### config.mk
export PLATFORM = sky130hd
export DESIGN_NAME = pin_sample_scanner
export DESIGN_NICKNAME = d
export VERILOG_FILES = /design/src/rtl/pin_sample_scanner.sv
export SDC_FILE = /design/constraint.sdc
export NUM_CORES = 1
export LEC_CHECK = 0
export CAP_MARGIN = 10
export CORE_MARGIN = 8
export CORE_UTILIZATION = 37
export DETAILED_ROUTE_END_ITERATION = 6
export GPL_TIMING_DRIVEN = 0
export SLEW_MARGIN = 20
export SYNTH_ARGS = -nofsm -noshare
export SYNTH_HDL_FRONTEND = slang
export SYNTH_SLANG_ARGS = --single-unit
### constraint.sdc
create_clock -name clk -period 4.7 [get_ports clk]
set_clock_uncertainty 0.1 [all_clocks]
set_input_delay 0.94 -clock clk [delete_from_list [all_inputs] [get_ports clk]]
set_output_delay 0.94 -clock clk [all_outputs]
set_load 0.01 [all_outputs]
### src/rtl/pin_sample_scanner.sv
// Shared pin-controller bus master: arbitrates host accesses against periodic
// sample scans of all enabled pins and queues the read samples in a FIFO.
//
// state    | meaning
// IDLE     | bus free; grants the host or starts a scan
// HOST     | host transaction on the shared bus
// HOST_ACK | host_ack pulse, read data captured; no new grant
// SCAN     | visiting one pin per bus-free cycle
module pin_sample_scanner #(
    parameter int NUM_PINS   = 8,
    parameter int FIFO_DEPTH = 16
) (
    input  logic                          clk,
    input  logic                          reset,
    input  logic                          i_host_req,
    input  logic                          i_host_we,
    input  logic [18:0]                   i_host_addr,
    input  logic [15:0]                   i_host_wdata,
    output logic                          o_host_ack,
    output logic [15:0]                   o_host_rdata,
    output logic [18:0]                   o_bus_addr,
    output logic                          o_bus_wr,
    output logic                          o_bus_rd,
    output logic [15:0]                   o_bus_wdata,
    input  logic [15:0]                   i_bus_rdata,
    input  logic                          i_scan_en,
    input  logic [15:0]                   i_scan_period,
    input  logic [NUM_PINS-1:0]           i_scan_mask,
    output logic                          o_smp_valid,
    input  logic                          i_smp_ready,
    output logic [23:0]                   o_smp_data,
    output logic [$clog2(FIFO_DEPTH):0]   o_fifo_level,
    output logic                          o_overflow,
    input  logic                          i_overflow_clr
);

    localparam int              AW         = $clog2(FIFO_DEPTH);
    localparam logic [7:0]      LAST_IDX   = 8'(NUM_PINS - 1);
    localparam logic [AW:0]     FULL_LEVEL = (AW + 1)'(FIFO_DEPTH);

    typedef enum logic [1:0] {S_IDLE, S_HOST, S_HOST_ACK, S_SCAN} state_t;

    state_t          r_state;
    state_t          w_next;
    logic [7:0]      r_idx;
    logic [15:0]     r_cnt;
    logic            r_in_scan;
    logic            r_scan_rd;
    logic [7:0]      r_rd_idx;
    logic [18:0]     r_bus_addr;
    logic            r_bus_wr;
    logic            r_bus_rd;
    logic [15:0]     r_bus_wdata;
    logic [15:0]     r_host_rdata;
    logic [23:0]     r_mem [FIFO_DEPTH];
    logic [AW-1:0]   r_wr_ptr;
    logic [AW-1:0]   r_rd_ptr;
    logic [AW:0]     r_level;
    logic            r_overflow;

    logic            w_cnt_zero;
    logic            w_last;
    logic            w_scan_go;
    logic            w_visit;
    logic            w_grant;
    logic            w_start;
    logic            w_mask_bit;
    logic            w_full;
    logic            w_pop;
    logic            w_wr_en;
    logic            w_drop;

    assign w_cnt_zero = (r_cnt == 16'd0);
    assign w_last     = (r_idx == LAST_IDX);
    assign w_scan_go  = (r_state == S_SCAN) && !i_host_req;
    assign w_visit    = w_scan_go && i_scan_en;
    assign w_grant    = i_host_req && ((r_state == S_IDLE) || (r_state == S_SCAN));
    // A scan that ends with the period already expired rolls straight into the next one.
    assign w_start    = i_scan_en && w_cnt_zero && !i_host_req &&
                        ((r_state == S_IDLE) || ((r_state == S_SCAN) && w_last));

    always_comb begin
        w_mask_bit = 1'b0;
        for (int i = 0; i < NUM_PINS; i++) begin
            if (r_idx == 8'(i)) w_mask_bit = i_scan_mask[i];
        end
    end

    always_ff @(posedge clk) begin
        if (reset) r_state <= S_IDLE;
        else       r_state <= w_next;
    end

    always_comb begin
        w_next = r_state;
        case (r_state)
            S_IDLE: begin
                if (i_host_req)   w_next = S_HOST;
                else if (w_start) w_next = S_SCAN;
            end
            S_HOST:     w_next = S_HOST_ACK;
            S_HOST_ACK: w_next = (r_in_scan && i_scan_en) ? S_SCAN : S_IDLE;
            S_SCAN: begin
                if (i_host_req)                w_next = S_HOST;
                else if (!i_scan_en)           w_next = S_IDLE;
                else if (w_last && !w_cnt_zero) w_next = S_IDLE;
            end
            default:    w_next = S_IDLE;
        endcase
    end

    always_comb begin
        o_host_ack = (r_state == S_HOST_ACK);
    end

    // Loading period-1 places consecutive scan starts exactly scan_period cycles apart.
    always_ff @(posedge clk) begin
        if (reset)           r_cnt <= 16'd0;
        else if (w_start)    r_cnt <= (i_scan_period == 16'd0) ? 16'd0 : i_scan_period - 16'd1;
        else if (!w_cnt_zero) r_cnt <= r_cnt - 16'd1;
    end

    always_ff @(posedge clk) begin
        if (reset) begin
            r_idx     <= 8'd0;
            r_in_scan <= 1'b0;
        end else begin
            if (w_grant) r_in_scan <= (r_state == S_SCAN);
            if (w_visit)
                r_idx <= w_last ? 8'd0 : r_idx + 8'd1;
            else if (w_scan_go && !i_scan_en)
                r_idx <= 8'd0;
            else if ((r_state == S_HOST_ACK) && !(r_in_scan && i_scan_en))
                r_idx <= 8'd0;
        end
    end

    always_ff @(posedge clk) begin
        if (reset) begin
            r_bus_addr  <= 19'd0;
            r_bus_wr    <= 1'b0;
            r_bus_rd    <= 1'b0;
            r_bus_wdata <= 16'd0;
            r_scan_rd   <= 1'b0;
            r_rd_idx    <= 8'd0;
        end else begin
            r_bus_wr  <= 1'b0;
            r_bus_rd  <= 1'b0;
            r_scan_rd <= 1'b0;
            if (w_grant) begin
                r_bus_addr  <= i_host_addr;
                r_bus_wr    <= i_host_we;
                r_bus_rd    <= !i_host_we;
                r_bus_wdata <= i_host_wdata;
            end else if (w_visit && w_mask_bit) begin
                r_bus_addr <= {3'b000, r_idx, 8'h07};
                r_bus_rd   <= 1'b1;
                r_scan_rd  <= 1'b1;
                r_rd_idx   <= r_idx;
            end
        end
    end

    always_ff @(posedge clk) begin
        if (reset)                             r_host_rdata <= 16'd0;
        else if ((r_state == S_HOST) && r_bus_rd) r_host_rdata <= i_bus_rdata;
    end

    assign w_full  = (r_level == FULL_LEVEL);
    assign w_pop   = (r_level != '0) && i_smp_ready;
    assign w_wr_en = r_scan_rd && (!w_full || w_pop);
    assign w_drop  = r_scan_rd && w_full && !w_pop;

    always_ff @(posedge clk) begin
        if (!reset && w_wr_en) r_mem[r_wr_ptr] <= {r_rd_idx, i_bus_rdata};
    end

    always_ff @(posedge clk) begin
        if (reset) begin
            r_wr_ptr   <= '0;
            r_rd_ptr   <= '0;
            r_level    <= '0;
            r_overflow <= 1'b0;
        end else begin
            if (w_wr_en) r_wr_ptr <= r_wr_ptr + AW'(1);
            if (w_pop)   r_rd_ptr <= r_rd_ptr + AW'(1);
            case ({w_wr_en, w_pop})
                2'b10:   r_level <= r_level + (AW + 1)'(1);
                2'b01:   r_level <= r_level - (AW + 1)'(1);
                default: r_level <= r_level;
            endcase
            // A drop wins over a simultaneous clear so no lost sample goes unreported.
            if (w_drop)              r_overflow <= 1'b1;
            else if (i_overflow_clr) r_overflow <= 1'b0;
        end
    end

    assign o_host_rdata = r_host_rdata;
    assign o_bus_addr   = r_bus_addr;
    assign o_bus_wr     = r_bus_wr;
    assign o_bus_rd     = r_bus_rd;
    assign o_bus_wdata  = r_bus_wdata;
    assign o_smp_valid  = (r_level != '0);
    assign o_smp_data   = r_mem[r_rd_ptr];
    assign o_fifo_level = r_level;
    assign o_overflow   = r_overflow;

endmodule

# Yosys cells after proc, flatten, opt, wreduce, memory -nomap -nowiden
# Memory sizes are Yosys's and may differ from the RTL's. A register that Yosys moved wholly into a read port is not among the register bits.
# Index checks and enable logic that the tools add are counted.
[op_classes]
muxes = 33
bitwise = 1
n_reduce_logical = 42
addsub = 7
eq_ne = 16
[ops]
columns = ["cell", "count"]
rows = [
  ["16-bit two-way mux", 3],
  ["19-bit two-way mux", 2],
  ["8-bit by 3-bit equality test with 1-bit output, second input constant", 4],
  ["16-bit logical NOT", 2],
  ["8-bit two-way mux", 4],
  ["16-bit by 1-bit subtractor with 16-bit output, second input constant", 2],
  ["1-bit logical AND", 18],
  ["8-bit by 2-bit equality test with 1-bit output, second input constant", 2],
  ["1-bit two-way mux", 14],
  ["2-bit two-way mux", 6],
  ["5-bit one-hot mux with 2 select lines", 1],
  ["4-bit by 1-bit adder with 4-bit output, second input constant", 2],
  ["8-bit by 1-bit adder with 8-bit output, second input constant", 1],
  ["8-bit by 1-bit equality test with 1-bit output, second input constant", 1],
  ["1-bit logical NOT", 8],
  ["8-bit logical NOT", 1],
  ["4-bit two-way mux", 2],
  ["2-bit one-hot mux with 4 select lines", 1],
  ["2-bit equality test, second input constant", 3],
  ["2-bit nonzero test", 3],
  ["5-bit by 1-bit adder with 5-bit output, second input constant", 1],
  ["5-bit equality test, second input constant", 1],
  ["5-bit nonzero test", 1],
  ["5-bit by 1-bit subtractor with 5-bit output, second input constant", 1],
  ["10 further kinds", 15],
]
[word_totals]
wordCells = 115
ramBits = 384
register_bits = 103
out_inout_bits = 85
mem_count = 1
[memory_table]
columns = ["memory", "words", "width", "rd", "rd_clocked_by_memory_dff", "wr", "line", "rtl"]
rows = [
  ["r_mem", 16, 24, 1, 1, 1, "55", "logic [23:0] r_mem [FIFO_DEPTH];"],
]

# Logic depth before layout (Yosys ltp)
# Gate-level depths: netlist of run 1.
[logic_depth]
ltp_word = 12
depth_mapped = 15

# Worst setup path before layout of run 1
# OpenSTA, ideal clock, no wires.
[synth_timing]
kind = "input to register"
from = "input port i_smp_ready"
to = "memory r_mem[3][0] (enable)"
setup_ns = 0.435
slack_ns = 0.972
stages = 5
t_arrival_ns = 3.192
path_cell_list = "nand3b_1 -> nand2_1 -> nor2_1 -> nand2_1 -> nor3_1"
[synth_via]
elab_chain_cells = 6
[synth_rtl]
columns = ["element", "line", "rtl"]
rows = [
  ["start, declared", "30", "input logic i_smp_ready,"],
  ["1-bit logical AND", "170", "assign w_pop = (r_level != '0) && i_smp_ready;"],
  ["1-bit logical OR", "171", "assign w_wr_en = r_scan_rd && (!w_full || w_pop);"],
  ["1-bit logical AND", "171", ""],
  ["1-bit logical AND", "175", "if (!reset && w_wr_en) r_mem[r_wr_ptr] <= {r_rd_idx, i_bus_rdata};"],
  ["1-bit two-way mux", "175", ""],
  ["1-bit two-way mux (implied by the code)", "175", ""],
  ["end, declared", "55", ""],
]
# Every way passes these cells.

==> run_results.csv, run 1 <==
group,metric,value,unit
run_status,outcome,"finished clean",
critical_path,arrival,3.52,ns
route,drc,0,
sta,rsz0062_at_grt,"no",
sta,slew_headroom,27.8,%
sta,hold_viol_final,0,
final_layout,fin_util,46.4,%
worst_hold_path,hold_end,"o_host_rdata[8]",
cts,clkLatencyLatePin,0.60,ns
sta,timing.fmax,220,MHz
final_layout,nets,1489,
placed_design,dpl.hpwl,31900,um
critical_path,crit_chain,"clkbuf_1, buf_4, buf_4, mux4_2, mux4_2, clkdlybuf4s50_1",
final_layout,drive_gt1_share,19.6,%
route,route.vias.total,10900,
final_layout,mostFrequentLayoutCell,"edfxtp_1",
sta,finalSetupViolCount,0,
route,drt-wirelength-per-cell,22.4,um
worst_hold_path,hp-class,"flop to flop",
final_layout,syn2layout_area_growth,24.6,%
critical_path,worst_setup_path_start_kind,"flop",
worst_hold_path,min_from,"o_host_rdata[8]",
cts,post_cts_buffers,0,
cts,cts_hold_buf,0,
critical_path,cpMaxStageDelayCell,"clkdlybuf4s50_1",
power,cellLeakagePower,7.86,nW
route,drt_iter0_markers,747,
floorplan,initial_core_util,37.2,%
logic_synthesis,synth-warning-count,0,
logic_synthesis,syn_area,19500,um2
floorplan,io_pins,167,
logic_synthesis,ys_ff_latch,491,
logic_synthesis,synth_ff_type,"edfxtp_1",
floorplan,die-area,60200,um2
critical_path,timing.reg2reg.worst_path_depth,14,
cts,cts_resized,5,
critical_path,worstSetupPathType,"flop to primary output",
floorplan,dieWidth,245,um
grt,grt_max_degree,19,
logic_synthesis,syn_area_per_cell,17.0,um2
placed_design,place_congestion,0.799,
critical_path,reg2reg_slack,0.93,ns
cts,clk_pin_slew,0.06,ns
grt,grt_usage,15.7,%
power,ir_worst_vdd,0.259,mV
cts,clock-root-buffer,"clkbuf_16",
placed_design,port-buffer-count,166,
critical_path,crit_required,3.66,ns
grt,antenna_found_initial,1,
cts,htree_levels,2,
final_layout,antenna_cells,0,
route,final_antenna_net_count,0,
route,routed_wl,47500,um
critical_path,slowest_delay,0.57,ns
logic_synthesis,synth.net_count,1246,
cts,ctsLongestPathBuffers,3,
critical_path,crit_fanout,10,
sta,final.min_clock_period,4.56,ns
cts,cts_buffers,51,
critical_path,end_kind,"primary output",
logic_synthesis,synth_cell_types,60,
worst_hold_path,hold_depth,2,
critical_path,rr_endpoint,"o_fifo_level[4]",
logic_synthesis,synth_enable_flop_cells,384,
cts,cts_tree,"built",
placed_design,dp_worst_setup_slack,0.136,ns
logic_synthesis,syn_inst,1143,
floorplan,fp.coreArea,52300,um2
power,power.density,430,nW/um2
final_layout,layout_common_cells,"384 x edfxtp_1, 165 x clkdlybuf4s50_1, 120 x mux4_2, 108 x nand2_1, 107 x dfxtp_1",
critical_path,reg2reg_from,"o_fifo_level[1]",
power,power.total,0.0104,W
sta,fin_crit_sh,96.9,%
floorplan,die_h,245,um
logic_synthesis,synthArstFlopShare,0,%
sta,slew_violations,0,
route,drt-pass1-iter-count,6,
flow_run,max_cap_viol_count,0,
sta,fin_ws,0.145,ns
floorplan,rows,84,
cts,clock-sinks,491,
route,viasPerCell,5.17,
logic_synthesis,seq_area_frac_synth,70.2,%
grt,grt_pass1_vias,11500,
grt,grt-ovfl-total,0,
grt,grt_pass1_wl,71500,um
sta,worst_pin_slew,1.08,ns
==> worst max-delay path by stage <==
stage	end	startpoint	slack, ns
global route	o_smp_data[17]	flop	0.02
floorplan	r_mem[3][0]	i_smp_ready	0.97
global placement	r_mem[0][9]	i_smp_ready	-1.97
finish	o_smp_data[17]	flop	0.14
detailed placement	o_smp_data[16]	flop	0.14
CTS	o_smp_data[18]	flop	0.04
==> final cells by class <==
type | count | area (um2)
clock inverter | 31 | 395
fill | 4575 | 28100
multi-input combinational | 582 | 5600
buffer | 58 | 267
timing repair buffer | 190 | 2020
clock buffer | 65 | 1390
tap | 688 | 861
inverter | 12 | 45.0
sequential | 491 | 13700
==> cell usage after synthesis, types with 6 or more instances <==
library cell | n | share of area, %
a21oi_1 | 55 | 1.4
a22o_1 | 13 | 0.58
a22oi_1 | 9 | 0.35
and2_1 | 9 | 0.29
buf_1 | 8 | 0.15
buf_2 | 10 | 0.26
buf_4 | 6 | 0.23
clkbuf_1 | 34 | 0.66
dfxtp_1 | 107 | 11
edfxtp_1 | 384 | 59
ha_1 | 21 | 1.3
inv_1 | 12 | 0.23
mux2i_1 | 7 | 0.36
mux4_2 | 120 | 14
nand2_1 | 108 | 2.1
nand2b_1 | 8 | 0.26
nand3_1 | 6 | 0.15
nand4_1 | 6 | 0.19
nor2_1 | 70 | 1.3
nor2b_1 | 8 | 0.26
nor3_1 | 22 | 0.57
o21ai_0 | 11 | 0.28
or3_1 | 7 | 0.22
xnor2_1 | 17 | 0.76
xor2_1 | 22 | 0.99
==> logic make-up after synthesis <==
| group | synth area share, % |
|---|---|
| and+or+nand+nor | 7.08 |
| buffers and inverters | 1.53 |
| DFF | 70.2 |
| xor gates and xnor gates | 1.75 |
| muxes | 14.2 |
| AOI/OAI and AO/OA | 3.80 |
| adders and majority gates | 1.35 |
==> state kept, by name, summed over array words and instances, names as in the netlist, 5 cells and up, named ones only <==
signal / count
r_mem: 384
o_bus_addr: 19
o_bus_wdata: 16
o_host_rdata: 16
r_cnt: 16
r_idx: 8
r_rd_idx: 8
o_fifo_level: 5
==> critical path, delay by kind of cell, from the launching register on <==
family | cells | cell delay (ns)
mux | 2 | 1.03
buf+inv | 4 | 1.52
flops | 1 | 0.35
==> through the flow <==
| step | hold slack (ns) | cell area, um2 | instances | setup TNS, ns |
|---|---|---|---|---|
| finish | 0.353 | 24300 | 2117 | 0 |
| global route | 0.378 | 24300 | 2117 | 0 |
| CTS | 0.355 | 24300 | 2117 | 0 |
| detailed placement | 0.346 | 22500 | 2021 | 0 |
| global placement | 0.342 | 22000 | 1997 | -283.77 |
| floorplan | 0.350 | 19500 | 1143 | 0 |
==> routing by layer <==
layer  wire length (um)  global-route usage [%]
met1              20000                    19.9
met2              23200                    26.4
met3               3630                    5.00
met4                680                    3.31
met5                 10                       0
==> power breakdown <==
| part | internal (W) | switching [W] |
|---|---|---|
| registers | 0.00481 | 0.000132 |
| clock network | 0.00255 | 0.00169 |
| logic | 0.000597 | 0.000667 |
No activity file was read; power rests on OpenSTA's default activity.
==> inputs of run 2 (changes only) <==
--- a/config.mk
+++ b/config.mk
@@ -7,7 +7,7 @@
 export LEC_CHECK = 0
 export CAP_MARGIN = 10
 export CORE_MARGIN = 8
-export CORE_UTILIZATION = 37
+export CORE_UTILIZATION = 40
 export DETAILED_ROUTE_END_ITERATION = 6
 export GPL_TIMING_DRIVEN = 0
 export SLEW_MARGIN = 20
==> run_results.csv, run 2 (same netlist as run 1, synthesis figures left out) <==
group,metric,value,unit
run_status,outcome,"finished clean",
cts,cts_tree,"built",
critical_path,end_kind,"primary output",
power,power.total,0.0103,W
route,wl_met2,23100,um
sta,finalSetupViolCount,0,
route,drt-pass1-iter-count,5,
cts,ctsLongestPathBuffers,3,
floorplan,rows,81,
cts,cts_hold_buf,0,
sta,slew_violations,0,
final_layout,largest_register,"r_mem",
critical_path,critPathBufInv,4,
floorplan,fp.coreArea,48400,um2
cts,clock-sinks,491,
critical_path,cpMaxStageDelayCell,"mux4_2",
final_layout,multiInputGateArea,5600,um2
route,drc,0,
floorplan,dieWidth,237,um
route,viasPerCell,5.29,
critical_path,worst_path_dominant_cell_family,"buffers and inverters",
sta,fin_ws,0.161,ns
route,highest-signal-layer,"met4",
sta,hold_slack,0.354,ns
placed_design,port-buffer-count,166,
critical_path,arrival,3.50,ns
sta,final.min_clock_period,4.54,ns
critical_path,worst_setup_path_start_kind,"flop",
route,route.vias.total,10900,
route,drt-wirelength-per-cell,23.2,um
route,drt_iter0_markers,886,
final_layout,nets,1493,
final_layout,mostFrequentLayoutCell,"edfxtp_1",
flow_run,max_cap_viol_count,0,
power,cellLeakagePower,7.86,nW
critical_path,endpoint,"o_smp_data[21]",
sta,hold_viol_final,0,
route,wl_met1,20500,um
power,ir_worst_vdd,0.277,mV
grt,grt_usage,17.0,%
critical_path,crit_required,3.66,ns
final_layout,syn2layout_area_growth,24.1,%
placed_design,dpl.hpwl,31700,um
final_layout,drive_gt1_share,20.0,%
critical_path,worstSetupPathType,"flop to primary output",
final_layout,stdcell_count,2054,
critical_path,reg2reg_from,"o_fifo_level[1]",
sta,worst_pin_slew,0.986,ns
cts,cts_buffers,52,
grt,grt_pass1_wl,72100,um
final_layout,antenna_cells,0,
floorplan,die_h,237,um
final_layout,regArea,13700,um2
floorplan,io_pins,167,
grt,grt_max_degree,18,
route,routed_wl,47600,um
critical_path,cp_num_cells,6,
floorplan,initial_core_util,40.2,%
critical_path,rr_endpoint,"o_fifo_level[4]",
final_layout,layout_common_cells,"384 x edfxtp_1, 166 x clkdlybuf4s50_1, 120 x mux4_2, 108 x nand2_1, 107 x dfxtp_1",
sta,slew_headroom,34.2,%
sta,timing.fmax,220,MHz
final_layout,fillers,4057,
critical_path,crit_chain,"clkbuf_1, clkbuf_2, clkbuf_2, mux4_2, mux4_2, clkdlybuf4s50_1",
cts,clk_pin_slew,0.06,ns
cts,clkLatencyLatePin,0.60,ns
grt,antenna_found_initial,0,
route,final_antenna_net_count,0,
floorplan,die-area,56000,um2
critical_path,timing.reg2reg.worst_path_depth,14,
cts,htree_levels,2,
critical_path,crit_fanout,10,
placed_design,placed_area,22400,um2
sta,rsz0062_at_grt,"no",
route,wl_met3,3110,um
placed_design,dp_worst_setup_slack,0.0263,ns
placed_design,place_congestion,0.793,
cts,clock-root-buffer,"clkbuf_16",
final_layout,final_cell_area,24200,um2
placed_design,placed_cells,1958,
worst_hold_path,hp-class,"flop to flop",
sta,fin_crit_sh,96.6,%
final_layout,largest_register_ffs,384,
critical_path,reg2reg_slack,1.00,ns
cts,post_cts_buffers,0,
power,power.density,427,nW/um2
critical_path,slowest_delay,0.54,ns
grt,grt-ovfl-total,0,
grt,grt_pass1_vias,11500,
-- run 2: cell count changes in the layout (fill, tap and decap cells not counted), moves of 2 or more --
cell       delta
buf_12        -4
buf_16        +3
buf_6         +2
bufinv_16     -4
clkbuf_1      -3
clkbuf_8      +4
inv_6         +3
-- run 2: how the worst min path moves through the flow --
stage                          from         endpoint  slack (ns)  depth (start not counted)
floorplan                 r_in_scan        r_in_scan        0.35                          2
global route         o_bus_wdata[5]   o_bus_wdata[5]        0.38                          2
detailed placement  o_host_rdata[3]  o_host_rdata[3]        0.35                          2
finish              o_host_rdata[3]  o_host_rdata[3]        0.35                          2
CTS                 o_host_rdata[3]  o_host_rdata[3]        0.36                          2
global placement    o_host_rdata[7]  o_host_rdata[7]        0.34                          2
-- run 2: cell type report --
cell class | count | area share, %
Buffer | 58 | 1.08
Clock buffer | 66 | 5.94
Clock inverter | 30 | 1.21
Inverter | 12 | 0.186
Multi-Input combinational cell | 582 | 23.2
Sequential cell | 491 | 56.6
Tap cell | 622 | 3.22
Timing Repair Buffer | 193 | 8.58
-- run 2: stage by stage --
step / setup TNS [ns] / util, %
2_1_floorplan: 0 / -
3_3_place_gp: -299.08 / 45.2
3_5_place_dp: 0 / 46.3
4_1_cts: 0 / 49.9
5_1_grt: 0 / 49.9
6_report: 0 / 49.9
-- run 2: per-layer routing --
layer	global-route usage, %	up-vias
li1	-	4966
met1	21.9	5519
met2	28.4	318
met3	4.12	61
met4	4.61	0
met5	0	-
-- run 2: tightest hold or removal path, delay by kind of cell (launching register included) --
family / cells / cell delay (ns)
AND/OR/NAND/NOR: 1 / 0.05
AO/OA/AOI/OAI: 1 / 0.05
flip-flops: 1 / 0.31
-- run 2: timing repair --
action                     4_1_cts  5_1_grt
setup endpoints to repair       24        3
gates cloned                     0        0
hold endpoints to repair         0        0
resized for setup                5        1
-- run 2: power by group --
| group | internal [W] | switching (W) | total (W) |
|---|---|---|---|
| Combinational | 0.000598 | 0.000672 | 0.00127 |
| Sequential | 0.00481 | 0.000131 | 0.00494 |
| Clock | 0.00239 | 0.00171 | 0.00411 |
==> inputs of run 3 (changes only) <==
==> constraint.sdc (replaced) <==
create_clock -name clk -period 4.45 [get_ports clk]
set_clock_uncertainty 0.1 [all_clocks]
set_input_delay 0.89 -clock clk [delete_from_list [all_inputs] [get_ports clk]]
set_output_delay 0.89 -clock clk [all_outputs]
set_load 0.01 [all_outputs]
==> run_results.csv, run 3 (same netlist as run 1, synthesis figures left out) <==
group,metric,value,unit
final_layout,fin_util,49.9,%
power,power.density,450,nW/um2
sta,slew_violations,0,
floorplan,die-area,56000,um2
route,drt_iter0_markers,939,
run_status,outcome,"finished clean",
floorplan,initial_core_util,40.2,%
flow_run,max_cap_viol_count,0,
final_layout,drive_gt1_share,20.4,%
critical_path,slowest_delay,0.56,ns
final_layout,mostFrequentLayoutCell,"edfxtp_1",
grt,grt_pass1_wl,72100,um
critical_path,arrival,3.25,ns
sta,slew_headroom,38.6,%
cts,cts_hold_buf,0,
grt,grt-ovfl-total,0,
sta,rsz0062_at_grt,"no",
final_layout,layout_common_cells,"384 x edfxtp_1, 166 x clkdlybuf4s50_1, 120 x mux4_2, 108 x nand2_1, 107 x dfxtp_1",
critical_path,worst_setup_path_start_kind,"flop",
route,final_antenna_net_count,0,
critical_path,critPathBufInv,3,
grt,use_met1,21.9,%
cts,cts_tree,"built",
grt,use_met2,28.6,%
sta,finalSetupViolCount,0,
cts,htree_levels,2,
final_layout,antenna_cells,0,
power,cellLeakagePower,7.88,nW
grt,busiest_layer,"met2",
route,drc,0,
floorplan,rows,81,
cts,clock-sinks,491,
route,routed_wl,47700,um
grt,grt_max_degree,18,
grt,use_met3,4.14,%
placed_design,place_congestion,0.793,
route,viasPerCell,5.30,
floorplan,fp.coreArea,48400,um2
critical_path,cpMaxStageDelayCell,"mux4_2",
floorplan,dieWidth,237,um
critical_path,crit_chain,"buf_6, buf_4, mux4_2, mux4_2, clkdlybuf4s50_1",
route,drt-wirelength-per-cell,23.2,um
sta,worst_pin_slew,0.921,ns
cts,cts_buffers,52,
route,drt-pass1-iter-count,7,
critical_path,worstSetupPathType,"flop to primary output",
critical_path,critPathMostFrequentCell,"mux4_2",
placed_design,port-buffer-count,166,
placed_design,dpl.hpwl,31700,um
grt,grt_usage,17.0,%
floorplan,die_h,237,um
grt,grt_pass1_vias,11500,
sta,hold_viol_final,0,
final_layout,largest_register_ffs,384,
cts,clkLatencyLatePin,0.60,ns
critical_path,crit_required,3.46,ns
final_layout,largest_register,"r_mem",
cts,clock-root-buffer,"clkbuf_16",
worst_hold_path,hp-class,"flop to flop",
final_layout,syn2layout_area_growth,24.3,%
sta,final.min_clock_period,4.24,ns
cts,clk_pin_slew,0.06,ns
power,ir_worst_vdd,0.293,mV
floorplan,io_pins,167,
sta,timing.fmax,236,MHz
power,power.total,0.0109,W
critical_path,end_kind,"primary output",
critical_path,worst_path_dominant_cell_family,"buffers and inverters",
final_layout,nets,1491,
route,route.vias.total,10900,
cts,ctsLongestPathBuffers,3,
grt,antenna_found_initial,0,
sta,fin_crit_sh,95.4,%
final_layout,fillers,4051,
critical_path,crit_fanout,10,
==> run 3: changes by cell type in the layout (fill, tap and decap cells not counted), moves of 2 or more <==
cell / previous run / this run
buf_4: 18 / 15
buf_2: 13 / 11
clkbuf_4: 0 / 4
clkbuf_1: 37 / 31
buf_6: 3 / 7
clkbuf_2: 3 / 5
==> run 3: per-layer routing <==
metal  wire (um)  up-vias
met5           0        -
met4         813        0
met3        3030       59
met2       23200      314
met1       20700     5536
li1            -     4960
==> run 3: worst paths after layout <==
check | end | start | cells past startpoint | slack, ns
worst max register to register | o_fifo_level[4] | o_fifo_level[1] | 14 | 0.75
worst min register to register | o_host_rdata[3] | o_host_rdata[3] | 2 | 0.35
worst max-delay path | o_smp_data[6] | flop | 5 | 0.21
worst min-delay path | o_host_rdata[3] | o_host_rdata[3] | 2 | 0.35
==> run 3: metrics by stage <==
step,cells,hold WS [ns],setup WS (ns),setup TNS (ns),instance area (um2)
after detailed placement,1958,0.348,-0.174,-2.31,22400
after floorplan,1143,0.350,0.772,0,19500
after global routing,2052,0.378,0.0836,0,24200
final,2052,0.353,0.206,0,24200
after global placement,1931,0.341,-2.32,-378.76,21900
after CTS,2053,0.356,0.0388,0,24200
==> run 3: layout make-up <==
cell class	count	area, um2	area share (%)
Buffer	56	287	1.18
Sequential cell	491	13700	56.5
Multi-Input combinational cell	582	5600	23.2
Clock buffer	66	1440	5.93
Inverter	12	45.0	0.186
Tap cell	622	778	3.22
Clock inverter	30	293	1.21
Timing Repair Buffer	193	2070	8.57
==> run 3: power by group <==
part | switching (W) | internal (W)
Clock | 0.00181 | 0.00253
Combinational | 0.000710 | 0.000632
Sequential | 0.000141 | 0.00508
Total | 0.00266 | 0.00824
==> run 3: what timing repair did <==
item,CTS,global route
endpoints found under the hold margin,0,0
pin swaps,0,0
gates resized for setup,18,2
setup buffers,0,0
setup endpoints to repair,24,14
==> run 3: worst min-delay path: cells and delay by family, from the launching register on <==
kind / cells / cell delay (ns)
DFF: 1 / 0.31
and+or+nand+nor: 1 / 0.05
AOI/OAI and AO/OA: 1 / 0.05
==> variant 1, RTL diff (settings of run 2) <==
Register the input `i_scan_period` before use. The logic sees it one clock later. The other inputs are not delayed to match.
--- a/src/rtl/pin_sample_scanner.sv
+++ b/src/rtl/pin_sample_scanner.sv
@@ -40,6 +40,12 @@
 
     typedef enum logic [1:0] {S_IDLE, S_HOST, S_HOST_ACK, S_SCAN} state_t;
 
+    logic [15:0] i_scan_period_q;
+
+    always_ff @(posedge clk) begin
+        i_scan_period_q <= i_scan_period;
+    end
+
     state_t          r_state;
     state_t          w_next;
     logic [7:0]      r_idx;
@@ -116,7 +122,7 @@
     // Loading period-1 places consecutive scan starts exactly scan_period cycles apart.
     always_ff @(posedge clk) begin
         if (reset)           r_cnt <= 16'd0;
-        else if (w_start)    r_cnt <= (i_scan_period == 16'd0) ? 16'd0 : i_scan_period - 16'd1;
+        else if (w_start)    r_cnt <= (i_scan_period_q == 16'd0) ? 16'd0 : i_scan_period_q - 16'd1;
         else if (!w_cnt_zero) r_cnt <= r_cnt - 16'd1;
     end
 
Function: changed (Yosys sat finds a counterexample within 10 cycles, from zero or initial values and one cycle with reset high).
==> variant 1 against run 2 <==
  * Synthesized cell count increased by 4.0%
  * Total power is 1.6% higher
  * Highest routed layer unchanged
  * Utilization up 0.56 points
  * Final area up 2.4%
  * Sequential cell count up 16
  * Cell count up 4.4%
  * Wire length is 0.33% higher
  * Worst setup slack worse by 0.038 ns
  * Largest cell class unchanged
  * Synthesized area is 2.3% higher
  * Largest power group unchanged
==> variant 1: results (changes against run 2) <==
| Metric | Value |
|---|---|
| Status | complete, no violations |
| Fin crit share | 97.4% (+0.81 points) |
| Post-synth cell types | 66 (+10%) |
| Vias | 11300 (+3.9%) |
| Syn nets | 1292 (+3.7%) |
| Vias in the first global route | 11900 (+3.4%) |
| R2R setup slack | 0.93 ns (-0.07 ns) |
| CTS buffer count | 53 (+1.9%) |
| Synth area leaders | edfxtp_1 (58%), mux4_2 (14%), dfxtp_1 (12%) |
| Final hold slack | 0.351 ns (-0.00266 ns) |
| Routed WL | 47.8 mm (+0.33%) |
| DP Worst Slack | 0.176 ns (+0.149 ns) |
| Seq/Total Area, Yosys | 70.3% (about the same) |
| First-pass GRT wire length | 73.4 mm (+1.8%) |
| Share of layout cells above drive strength 1 | 18.9% (-1.1 points) |
| Peak VDD IR | 0.000349 V (+26%) |
| Reg2reg path depth | 12 (-2) |
| Share of the synthesized area in the top cell type | 57.9% (-1.3 points) |
| Internal Pwr Total | 7.99 mW (+2.5%) |
| Arrival @ worst endpoint | 3.54 ns (+0.04 ns) |
| Tot GR Track Use | 16.8% (-0.14 points) |
| DP HPWL | 31.7 mm (-0.16%) |
| Pin count of the biggest net entering global routing | 20 (+2) |
| Nets@finish | 1538 (+3.0%) |
| Hold_sp | o_host_rdata[10]$_SDFFE_PP0P_ |
| Synth cell count leaders | edfxtp_1 (384), dfxtp_1 (123), mux4_2 (120), nand2_1 (116), a21oi_1 (74) |
| PortBufs | 165 (-0.60%) |
| WHS Endpoint | o_host_rdata[10]$_SDFFE_PP0P_ |
| Leakage power | 7.93 nW (+0.89%) |
-- variant 1: cell count changes after synthesis, sizes merged, moves of 6 or more --
cell / run 2 / this run
a211oi: 3 / 14
a21oi: 57 / 74
a22o: 13 / 0
buf: 24 / 18
clkbuf: 34 / 44
dfxtp: 107 / 123
nand2: 108 / 116
nand3b: 2 / 8
nor2: 70 / 61
xor2: 22 / 14
-- variant 1: worst max-delay path, stage by stage (launching register included) --
cell and delay (ns):
dfxtp_1 0.34, clkbuf_1 0.31, clkbuf_1 0.76, mux4_2 0.43
mux4_2 0.48, clkdlybuf4s50_1 0.61
-- variant 1: metal layers --
metal	wire length (µm)	vias up	global-route usage (%)
li1	-	5139	-
met1	20200	5779	21.4
met2	23500	318	28.6
met3	3280	50	4.75
met4	771	0	3.59
met5	0	-	0
-- variant 1: through the flow --
| step | TNS [ns] | power [mW] | cell area (µm²) | util, % | instances |
|---|---|---|---|---|---|
| global route | 0 | 10.9 | 24700 | 50.4 | 2144 |
| detailed placement | 0 | 6.28 | 22900 | 46.7 | 2044 |
| CTS | 0 | 10.6 | 24700 | 50.4 | 2144 |
| floorplan | 0 | 5.79 | 19900 | - | 1189 |
| global placement | -252.54 | 6.26 | 22400 | 45.6 | 2018 |
| finish | 0 | 10.5 | 24700 | 50.4 | 2144 |
-- variant 1: what timing repair did --
item	CTS	global route
gates resized for setup	15	3
buffers inserted	0	0
endpoints found under the setup margin	24	2
-- variant 1: cells by family (layout without fill, tap and decap cells) --
family | count (synthesis) | in the layout | share of synthesized area, %
AND/OR/NAND/NOR | 293 | 293 | 7.55
flip-flops | 507 | 507 | 70.3
AO/OA/AOI/OAI | 132 | 132 | 3.95
adder cells (fa/ha/maj) | 21 | 21 | 1.32
multiplexers | 130 | 130 | 14.1
XOR/XNOR | 30 | 30 | 1.32
buffers and inverters | 76 | 367 | 1.48
-- variant 1: final cells by class --
| type | instances | area, µm² |
|---|---|---|
| fill | 4150 | 24300 |
| sequential | 507 | 14000 |
| multi-input combinational | 606 | 5730 |
| timing repair buffer | 191 | 2040 |
| clock buffer | 75 | 1480 |
| tap | 664 | 831 |
| clock inverter | 25 | 339 |
| buffer | 62 | 278 |
| inverter | 14 | 52.6 |
-- variant 1: power by group through the flow --
stage | Clock [mW] | Sequential [mW] | Combinational [mW]
6_report | 4.29 | 5.04 | 1.15
5_1_grt | 4.58 | 5.06 | 1.28
4_1_cts | 4.40 | 5.04 | 1.16
3_5_place_dp | 0 | 5.13 | 1.15
3_3_place_gp | 0 | 5.13 | 1.14
2_1_floorplan | 0 | 5.15 | 0.637
==> variant 2, RTL diff (flow settings as in run 2) <==
Without the edit above. `NUM_PINS`: 8 -> 7.
--- a/src/rtl/pin_sample_scanner.sv
+++ b/src/rtl/pin_sample_scanner.sv
@@ -7,7 +7,7 @@
 // HOST_ACK | host_ack pulse, read data captured; no new grant
 // SCAN     | visiting one pin per bus-free cycle
 module pin_sample_scanner #(
-    parameter int NUM_PINS   = 8,
+    parameter int NUM_PINS   = 7,
     parameter int FIFO_DEPTH = 16
 ) (
     input  logic                          clk,
Ports: changed (resized i_scan_mask); port bits go from 167 to 166. No check against the original RTL was run, so the function may have changed too.
==> variant 2 against run 2 <==
  * Die area decreased by 0.23%
  * Total power increased by 12%
  * Hold slack got worse by 0.00057 ns
  * Final area decreased by 0.39%
  * Wire length decreased by 2.1%
  * Sequential cell count unchanged
  * Worst setup slack improved by 0.026 ns
  * Via count increased by 0.59%
  * Synthesized area decreased by 0.24%
  * Combinational power increased by 98%
  * Register-to-register slack improved by 0.45 ns
  * Clock power decreased by 1%
  * Sequential power increased by 0.8%
  * Critical path type unchanged
  * Highest routed layer is now met5
==> variant 2: results (changes against run 2) <==
| Metric | Value |
|---|---|
| Arrival @ worst endpoint | 3.47 ns (-0.03 ns) |
| Synth area leaders | edfxtp_1 (59%), mux4_2 (14%), dfxtp_1 (11%) |
| Clock buf count | 65 (-1.5%) |
| Status | complete, no violations |
| DRT iter0 DRCs | 942 (+6.3%) |
| Tot GR Track Use | 16.8% (-0.12 points) |
| Final hold slack | 0.353 ns (-0.000573 ns) |
| Worst-Margin Slew | 1.01 ns (+0.0265 ns) |
| NonClk Buf Share | 9.67% (+0.012 points) |
| Clock-cell share of area | 7.03% (-0.12 points) |
| PortBufs | 165 (-0.60%) |
| Reg2Reg Launch Point | o_fifo_level[0]$_SDFFE_PP0P_ |
| Combinational power | 2.51 mW (+98%) |
| Vias in the first global route | 11700 (+2.3%) |
| Post-Synthesis Cells | 1145 (+0.17%) |
| DR WL met3 | 3.56 mm (+14%) |
| FMAX | 222 MHz (+0.58%) |
| Met2 wire len | 22.3 mm (-3.5%) |
| Seq/Total Area, Yosys | 70.4% (+0.17 points) |
| Share of layout cells above drive strength 1 | 19.6% (-0.45 points) |
| DP HPWL | 31.9 mm (+0.61%) |
| Reg2reg path depth | 10 (-4) |
| Highest routed layer | met5 |
| Worst setup path end | o_smp_data[13] |
| Peak VDD IR | 0.000295 V (+6.3%) |
| Non-CTS inverters | 19 (+7) |
variant 2: changes by cell type in the layout (fill, tap and decap cells not counted), sizes merged, moves of 4 or more:
cell     change
a31oi        +5
clkbuf      +15
a22o        -12
or4          +5
nand2        +5
a21oi        -9
nand3        -4
nor3         -7
o21ai        +5
a2bb2oi     +13
inv          +4
a22oi        -9
buf         -15
variant 2: worst max-delay path, stage by stage (launching register included):
cell	delay, ns
dfxtp_1	0.31
clkbuf_1	0.30
clkbuf_1	0.80
mux4_2	0.43
mux4_2	0.52
clkdlybuf4s50_1	0.51
variant 2: kinds of logic after synthesis:
group,after synthesis,share of synthesized area (%)
XOR/XNOR,35,1.58
AND/OR/NAND/NOR,281,6.88
multiplexers,127,14.3
AO/OA/AOI/OAI,108,3.73
buffers and inverters,81,1.65
adder cells (fa/ha/maj),22,1.46
flip-flops,491,70.4
